### config.mk
export PLATFORM = sky130hd
export DESIGN_NAME = fpga_rst_seq
export DESIGN_NICKNAME = d
export VERILOG_FILES = /design/src/rtl/fpga_rst_seq.sv
export SDC_FILE = /design/constraint.sdc
export NUM_CORES = 1
export LEC_CHECK = 0
export BUFFER_PORTS_ARGS = -buffer_cell sky130_fd_sc_hd__buf_2
export CORE_MARGIN = 8
export CORE_UTILIZATION = 50
export CTS_BUF_LIST = sky130_fd_sc_hd__clkbuf_8
export CTS_CLUSTER_DIAMETER = 60
export DETAILED_ROUTE_END_ITERATION = 10
export GPL_TIMING_DRIVEN = 0
export PLACE_DENSITY = 0.68
export SYNTH_ARGS = -nofsm -noshare
export SYNTH_HDL_FRONTEND = slang
export SYNTH_SLANG_ARGS = --single-unit
### constraint.sdc
create_clock -name clk -period 3.52 [get_ports clk]
set_input_delay 0.528 -clock clk [delete_from_list [all_inputs] [get_ports clk]]
set_output_delay 0.528 -clock clk [all_outputs]
set_load 0.02 [all_outputs]
### src/rtl/fpga_rst_seq.sv
// Reset sequencer downstream of the PLL: lock -> IDELAYCTRL reset pulse -> ready -> core -> camera.
// Define FPGA_RST_SEQ_WDOG_EN to build the IDELAYCTRL ready watchdog, its retry counter and the FAULT state.
module fpga_rst_seq #(
  parameter int SYNC_STAGES  = 3,
  parameter int IDLY_RST_CYC = 16,
  parameter int STAGE_GAP    = 256,
  parameter int RDY_TIMEOUT  = 65535,
  parameter int MAX_RETRY    = 3
) (
  input  logic       clk,
  input  logic       srst_n,
  input  logic       pll_lock_a,
  input  logic       idly_rdy_a,
  output logic       idly_rst,
  output logic       rst_core_n,
  output logic       rst_cam_n,
  output logic       seq_done,
  output logic       seq_fault,
  output logic [3:0] retry_cnt
);

  typedef enum logic [2:0] {
    WAIT_LOCK,
    IDLY_RST,
    IDLY_WAIT,
    CORE_REL,
    RUN
`ifdef FPGA_RST_SEQ_WDOG_EN
    , FAULT
`endif
  } state_t;

  localparam logic [15:0] IDLY_LD = 16'(IDLY_RST_CYC - 1);
  localparam logic [15:0] GAP_LD  = 16'(STAGE_GAP - 1);
  localparam logic [15:0] TMO_LD  = 16'(RDY_TIMEOUT);

  logic [SYNC_STAGES-1:0] lock_sync;
  logic [SYNC_STAGES-1:0] rdy_sync;
  logic                   lock_s;
  logic                   rdy_s;

  state_t      state, state_nxt;
  logic [15:0] cnt, cnt_nxt;
  logic        idly_rst_nxt, rst_core_n_nxt, rst_cam_n_nxt, seq_done_nxt;

  always_ff @(posedge clk or negedge srst_n) begin
    if (!srst_n) begin
      lock_sync <= '0;
      rdy_sync  <= '0;
    end else begin
      lock_sync <= {lock_sync[SYNC_STAGES-2:0], pll_lock_a};
      rdy_sync  <= {rdy_sync[SYNC_STAGES-2:0], idly_rdy_a};
    end
  end

  assign lock_s = lock_sync[SYNC_STAGES-1];
  assign rdy_s  = rdy_sync[SYNC_STAGES-1];

`ifdef FPGA_RST_SEQ_WDOG_EN
  logic [3:0] retry_q, retry_nxt, retry_inc;
  logic       seq_fault_nxt;

  assign retry_inc = (retry_q == 4'd15) ? 4'd15 : retry_q + 4'd1;
`endif

  always_comb begin
    state_nxt = state;
    cnt_nxt   = cnt;
`ifdef FPGA_RST_SEQ_WDOG_EN
    retry_nxt = retry_q;
`endif
    case (state)
      WAIT_LOCK: begin
        if (lock_s) begin
          state_nxt = IDLY_RST;
          cnt_nxt   = IDLY_LD;
        end
      end
      IDLY_RST: begin
        if (cnt == '0) begin
          state_nxt = IDLY_WAIT;
          cnt_nxt   = TMO_LD;
        end else begin
          cnt_nxt = cnt - 16'd1;
        end
      end
      IDLY_WAIT: begin
        if (rdy_s) begin
          state_nxt = CORE_REL;
          cnt_nxt   = GAP_LD;
        end
`ifdef FPGA_RST_SEQ_WDOG_EN
        else if (cnt == '0) begin
          retry_nxt = retry_inc;
          cnt_nxt   = IDLY_LD;
          state_nxt = (retry_inc == 4'(MAX_RETRY)) ? FAULT : IDLY_RST;
        end else begin
          cnt_nxt = cnt - 16'd1;
        end
`endif
      end
      CORE_REL: begin
        if (cnt == '0) state_nxt = RUN;
        else           cnt_nxt   = cnt - 16'd1;
      end
      RUN: ;
`ifdef FPGA_RST_SEQ_WDOG_EN
      FAULT: ;
`endif
      default: state_nxt = WAIT_LOCK;
    endcase

    // Global overrides: ready loss restarts the IDELAYCTRL pulse, lock loss beats everything.
    if ((state == CORE_REL || state == RUN) && !rdy_s) begin
      state_nxt = IDLY_RST;
      cnt_nxt   = IDLY_LD;
    end
    if (state != WAIT_LOCK && !lock_s) state_nxt = WAIT_LOCK;
`ifdef FPGA_RST_SEQ_WDOG_EN
    if (state_nxt == WAIT_LOCK) retry_nxt = 4'd0;
`endif

    idly_rst_nxt   = 1'b0;
    rst_core_n_nxt = 1'b0;
    rst_cam_n_nxt  = 1'b0;
    seq_done_nxt   = 1'b0;
`ifdef FPGA_RST_SEQ_WDOG_EN
    seq_fault_nxt  = 1'b0;
`endif
    case (state_nxt)
      WAIT_LOCK, IDLY_RST: idly_rst_nxt = 1'b1;
      CORE_REL:            rst_core_n_nxt = 1'b1;
      RUN: begin
        rst_core_n_nxt = 1'b1;
        rst_cam_n_nxt  = 1'b1;
        seq_done_nxt   = 1'b1;
      end
`ifdef FPGA_RST_SEQ_WDOG_EN
      FAULT: begin
        idly_rst_nxt  = 1'b1;
        seq_fault_nxt = 1'b1;
      end
`endif
      default: ;
    endcase
  end

  // Outputs are registered from the next-state decode so they move with the state register.
  always_ff @(posedge clk or negedge srst_n) begin
    if (!srst_n) begin
      state      <= WAIT_LOCK;
      cnt        <= '0;
      idly_rst   <= 1'b1;
      rst_core_n <= 1'b0;
      rst_cam_n  <= 1'b0;
      seq_done   <= 1'b0;
    end else begin
      state      <= state_nxt;
      cnt        <= cnt_nxt;
      idly_rst   <= idly_rst_nxt;
      rst_core_n <= rst_core_n_nxt;
      rst_cam_n  <= rst_cam_n_nxt;
      seq_done   <= seq_done_nxt;
    end
  end

`ifdef FPGA_RST_SEQ_WDOG_EN
  always_ff @(posedge clk or negedge srst_n) begin
    if (!srst_n) begin
      retry_q   <= 4'd0;
      seq_fault <= 1'b0;
    end else begin
      retry_q   <= retry_nxt;
      seq_fault <= seq_fault_nxt;
    end
  end

  assign retry_cnt = retry_q;
`else
  logic unused_cfg;

  assign unused_cfg = ^4'(MAX_RETRY);
  assign retry_cnt  = 4'd0;
  assign seq_fault  = 1'b0;
`endif

endmodule
# ---- Word level (Yosys, flattened, before mapping)
# Cells that the tools add are included.
dict set report op_classes {
  addsub 1
  n_eq_ne 10
  n_mux 16
  reduce_logical 13
}
# op count
set op_table {}
lappend op_table {{$mux 16} 5}
lappend op_table {{$pmux 16 s4} 1}
lappend op_table {{$mux 3} 6}
lappend op_table {{$logic_not 16->1} 1}
lappend op_table {{$sub 16x1->16 const B} 1}
lappend op_table {{$pmux 3 s5} 1}
lappend op_table {{$eq 3x2->1 const B} 3}
lappend op_table {{$eq 3x1->1 const B} 2}
lappend op_table {{$eq 3x3->1 const B} 2}
lappend op_table {{$logic_not 3->1} 2}
lappend op_table {{$ne 3x3->1 const B} 2}
lappend op_table {{$reduce_bool 5->1} 1}
lappend op_table {{$reduce_and 4->1} 1}
lappend op_table {{$reduce_or 2->1} 2}
lappend op_table {{$mux 1} 3}
lappend op_table {{$ne 3x2->1 const B} 1}
lappend op_table {{$reduce_bool 3->1} 1}
lappend op_table {{$logic_and 1x1->1} 2}
lappend op_table {{$logic_not 1->1} 2}
lappend op_table {{$logic_or 1x1->1} 1}
dict set report totals {
  register_bits 28
  in_bits 4
  output_inout_bits 9
  word_cells 47
}

# ---- Depth between registers and ports, before layout
dict set report logic_depth {
  ltp_word 8
  depth_mapped 9
  mapped_depth_nobuf 7
}

# ---- Worst setup path after synthesis
# Ideal clock, no wire load.
dict set report synth_path {
  path_type {register to register}
  from {reg cnt[0]}
  to {reg cnt[10]}
  setup_ns 0.118
  t_arrival_ns 1.839
  required_ns 3.402
  path_slack_ns 1.563
  stages_incl_launch_ff 9
  path_buffers 1
  period_less_slack_ns 1.957
  path_cell_list {dfrtp_1 inv_1 ha_1 nor4b_2 and3_1 clkbuf_1 a31oi_1 a211o_1 a21o_1}
}
dict set report synth_between {
  elab_chain_len 4
  elab_cells_between_ends 8
  classes_between {add/sub (1); eq/ne (1); mux (4); reduce/logical (2)}
}
# item line
set synth_rtl {}
lappend synth_rtl {{from (decl)} 43} ;# logic [15:0] cnt, cnt_nxt;
lappend synth_rtl {{from (signal assigned)} 159} ;# cnt <= cnt_nxt;
lappend synth_rtl {{$sub 16x1->16 / $logic_not 16->1 (equally long branches)} -}
lappend synth_rtl {{$mux 16, on equally long branches} {103, 80}}
lappend synth_rtl {{$pmux 16 s4} 72} ;# case (state)
lappend synth_rtl {{$mux 16} 114} ;# if ((state == CORE_REL || state == RUN) && !rdy_s) begin
# Several ways; a longest one is shown, not always the timed one. The select of a mux whose other input is x is not followed.
# A chain may end at the register's enable or synchronous reset.

# ---- Final worst setup path
dict set report layout_path {
  from {reg cnt[0]}
  to {reg cnt[12]}
}
# The elaborated chain is that of the path after synthesis.

==> key figures <==
Synthesis
  – Post-synthesis sequential area ratio: 0.438
  – Post-Synth Adder-Cell Area: 0.0156
  – #FFs+latches synth: 28
  – Mux cell area share after synthesis: 0
  – Largest family of logic cells by synthesized area: compound AO/OA/AOI/OAI gates
  – Synth Instances: roughly 170
  – XOR/XNOR Fraction of Synth Area: 0
  – Synth top area share: 0.421
  – Syn Std Cell Area: approximately 0.0016 mm^2
  – Synth async-reset ratio: 1.00
  – Syn avg cell area: ~9.2 um^2
  – Post-synth top flop: dfrtp_1
  – Yosys cell types: 46
  – Synth Area in Compound Gates: 0.235
  – Post-synth EDFFs: 0
  – Synth warn: 0
  – Synth area leaders: dfrtp_1 42%, o31ai_1 3.7%, a21oi_1 3.4%
  – Yosys top cell by area: dfrtp_1
  – Synth Area in Simple Gates: 0.232

Floorplanning
  – DIE HEIGHT: 72.6 um
  – Die area: between 0.005 and 0.006 mm^2
  – Die Wd: between 70 and 80 um
  – Initial Utilization: 0.525
  – Row cnt: 20
  – Core area: slightly above 0.003 mm^2
  – Top Ports: 13

CTS
  – # H-tree levels: 1
  – CTS tree: yes
  – Root Buffer: clkbuf_8
  – # clock sinks: 28
  – Worst-path clk slew: roughly 0.10 ns
  – Cts bufs inserted: 3
  – Post-CTS resize count: 0
  – Longest Clk Path Bufs: 2
  – Clock latency on the worst-skew pair: approximately 0.28 ns
  – Hold Buf Count CTS: 0
  – Post-CTS Setup Bufs: 0

Final layout
  – Share of cells above drive strength 1: 0.159
  – Finished Core Util: 0.583
  – FILL cells: slightly below 300
  – Design area: about 0.0018 mm^2
  – Final #Nets: about 200
  – Leading cell type in the layout, fill and taps excluded: dfrtp_1
  – Area of the multi-input gates: 793 um^2
  – Commonest cells after routing, fill and taps aside: 27 x dfrtp_1, 13 x nand2_1, 12 x nor2_1
  – Area growth syn-to-layout: 11.0%
  – Non-Filler Instances: around 230
  – # diodes: 0
  – Register area: approximately 700 um^2

Global route
  – Global-route wire length before repair: roughly 5700 um
  – Gr usage total: 0.134
  – Global route overflow: 0
  – Largest net degree at the start of global routing: 29
  – Initial antenna violation count: 0
  – Number of global-route vias before repair: 1282

Power
  – Power, Total: 825 uW
  – Gate power share: 0.213
  – Net Switching: roughly 250 uW
  – Worst VDD drop: 0.000253 V
  – Pwr per Cell Area: around 460 mW/mm^2
  – Sw Ratio: 0.303
  – Power Internal: roughly 580 uW
  – Clock power share: 0.314
  – P_leak: ~0.00084 uW
  – Power share of the sequential group: 0.473

Drt
  – Via count: about 1400
  – Antenna-violating nets left: 0
  – Drt wl/cell: about 15 um
  – DRC: 0
  – Detail-routed via count per cell: roughly 6.0
  – DR iter-0 viols: 59
  – Drt pass-1 iters: 5
  – Final wirelength: 3540 um

Setup path
  – Critical Path, Cell by Cell: inv_1, ha_1, nor3b_1, nand3_1, o311a_1, a221o_1
  – Startpoint types: flop
  – Critical path peak fanout: 6
  – Worst path max stage delay: between 0.6 and 0.7 ns
  – Setup CP Type: reg -> reg
  – Bufs and invs on worst path: 1
  – Worst EP required: 3.69 ns
  – Worst setup EP type: flop
  – Slowest CP cell: nor3b_1
  – Crit path DAT: between 2 and 3 ns
  – CP delay by family, top: simple AND/OR/NAND/NOR gates

STA
  – Final setup violation count: 0
  – RSZ-0062 raised after global routing: false
  – Pins Over Slew Limit: 0
  – Final Cycle Share: 0.675
  – Slew headroom: 0.508
  – Tmin final: 2.38 ns
  – Worst-margin pin slew: ~0.74 ns
  – Worst Clk Skew: between 0.002 and 0.0025 ns
  – Setup TNS: 0 ns
  – Achievable frequency: between 400 and 500 MHz
  – Final Hold Fails: 0

Hold path
  – Worst hold-check path type: in -> async

Placed design
  – Dpl cells: ~230
  – DP Area: ~0.0017 mm^2
  – I/O Buffers: 7
  – DP Wirelength: about 2500 um
  – Routability cong.: 0.867

Status
  – Outcome: finished, final reports clean

Run
  – Maxcap violations: 0
-- worst reg2reg max path: cells and delay by family, from the launching register on --
family / cells / cell delay [ns]
buf+inv: 1 / 0.10
compound gates: 2 / 0.62
fa+ha+maj: 1 / 0.18
simple gates: 2 / 0.92
flops: 1 / 0.44
-- layer usage --
layer  global-route usage  part of all wire
met1                0.161              0.46
met2                0.225              0.47
met3               0.0247             0.051
met4               0.0600             0.014
met5                    0                 0
-- final timing paths --
| kind | start | cells past startpoint | slack, ns | end |
|---|---|---|---|---|
| setup / recovery | cnt[0]$_DFFE_PN0P_ | 6 | 1.14 | cnt[12]$_DFFE_PN0P_ |
| hold / removal | srst_n | 1 | 0.25 | state[2]$_DFF_PN0_ |
| setup reg to reg | cnt[0]$_DFFE_PN0P_ | 6 | 1.14 | cnt[12]$_DFFE_PN0P_ |
| hold reg to reg | rdy_sync[1]$_DFF_PN0_ | 0 | 0.36 | rdy_sync[2]$_DFF_PN0_ |
| max in group asynchronous | srst_n | 1 | 2.87 | cnt[14]$_DFFE_PN0P_ |
| min in group clk | pll_lock_a | 1 | 0.34 | lock_sync[0]$_DFF_PN0_ |
-- sequential cells by signal (all words and copies together) (netlist names) --
register / flops
cnt: 16
idly_rst: 1
lock_sync: 3
rdy_sync: 3
rst_core_n: 1
seq_done: 1
state: 3
-- power by group through the flow --
stage	Combinational [uW]	Sequential (uW)	Clock [uW]
after floorplan	135	386	0
after global placement	166	395	0
after detailed placement	171	396	0
after CTS	173	390	260
after global routing	195	395	272
final	175	390	259
-- cell type report --
type	instances	share of cell area
Clock buffer	3	0.0232
Inverter	4	0.00843
Timing Repair Buffer	7	0.0197
Tap cell	44	0.0309
Clock inverter	1	0.0169
Buffer	15	0.0611
Multi-Input combinational cell	131	0.446
Sequential cell	28	0.394
-- synthesized netlist by cell type (2+ instances only) --
| cell | number |
|---|---|
| nor4_1 | 3 |
| or3_1 | 6 |
| or2_2 | 2 |
| o21ai_1 | 3 |
| ha_1 | 2 |
| nand2_1 | 13 |
| and3_1 | 3 |
| a21oi_1 | 11 |
| nand2b_1 | 2 |
| nor4b_1 | 2 |
| buf_2 | 2 |
| nor2_1 | 12 |
| o21ai_0 | 11 |
| o31ai_1 | 8 |
| a31oi_1 | 3 |
| nand3_1 | 5 |
| clkbuf_1 | 4 |
| a221o_1 | 2 |
| inv_1 | 4 |
| nor3_1 | 9 |
| nor3b_1 | 2 |
| o41ai_1 | 2 |
| or2_1 | 2 |
| o21a_1 | 2 |
| a211o_1 | 3 |
| a21o_1 | 2 |
| buf_4 | 7 |
| dfrtp_1 | 27 |
| o22a_1 | 3 |
-- per-stage QoR --
step                setup WS (ns)  hold slack (ns)
floorplan                    1.56            0.232
global placement             1.25            0.333
detailed placement           1.21            0.336
CTS                          1.18            0.276
global route                 1.05            0.317
finish                       1.14            0.251
-- cell families (layout without fill, tap and decap cells) --
group / Yosys count / after routing
buffers and inverters: 19 / 30
AO/OA/AOI/OAI: 56 / 56
other: 1 / 5
adder cells (fa/ha/maj): 2 / 2
AND/OR/NAND/NOR: 68 / 68
flip-flops: 28 / 28
Note: power is estimated with default switching activity, not from simulation.
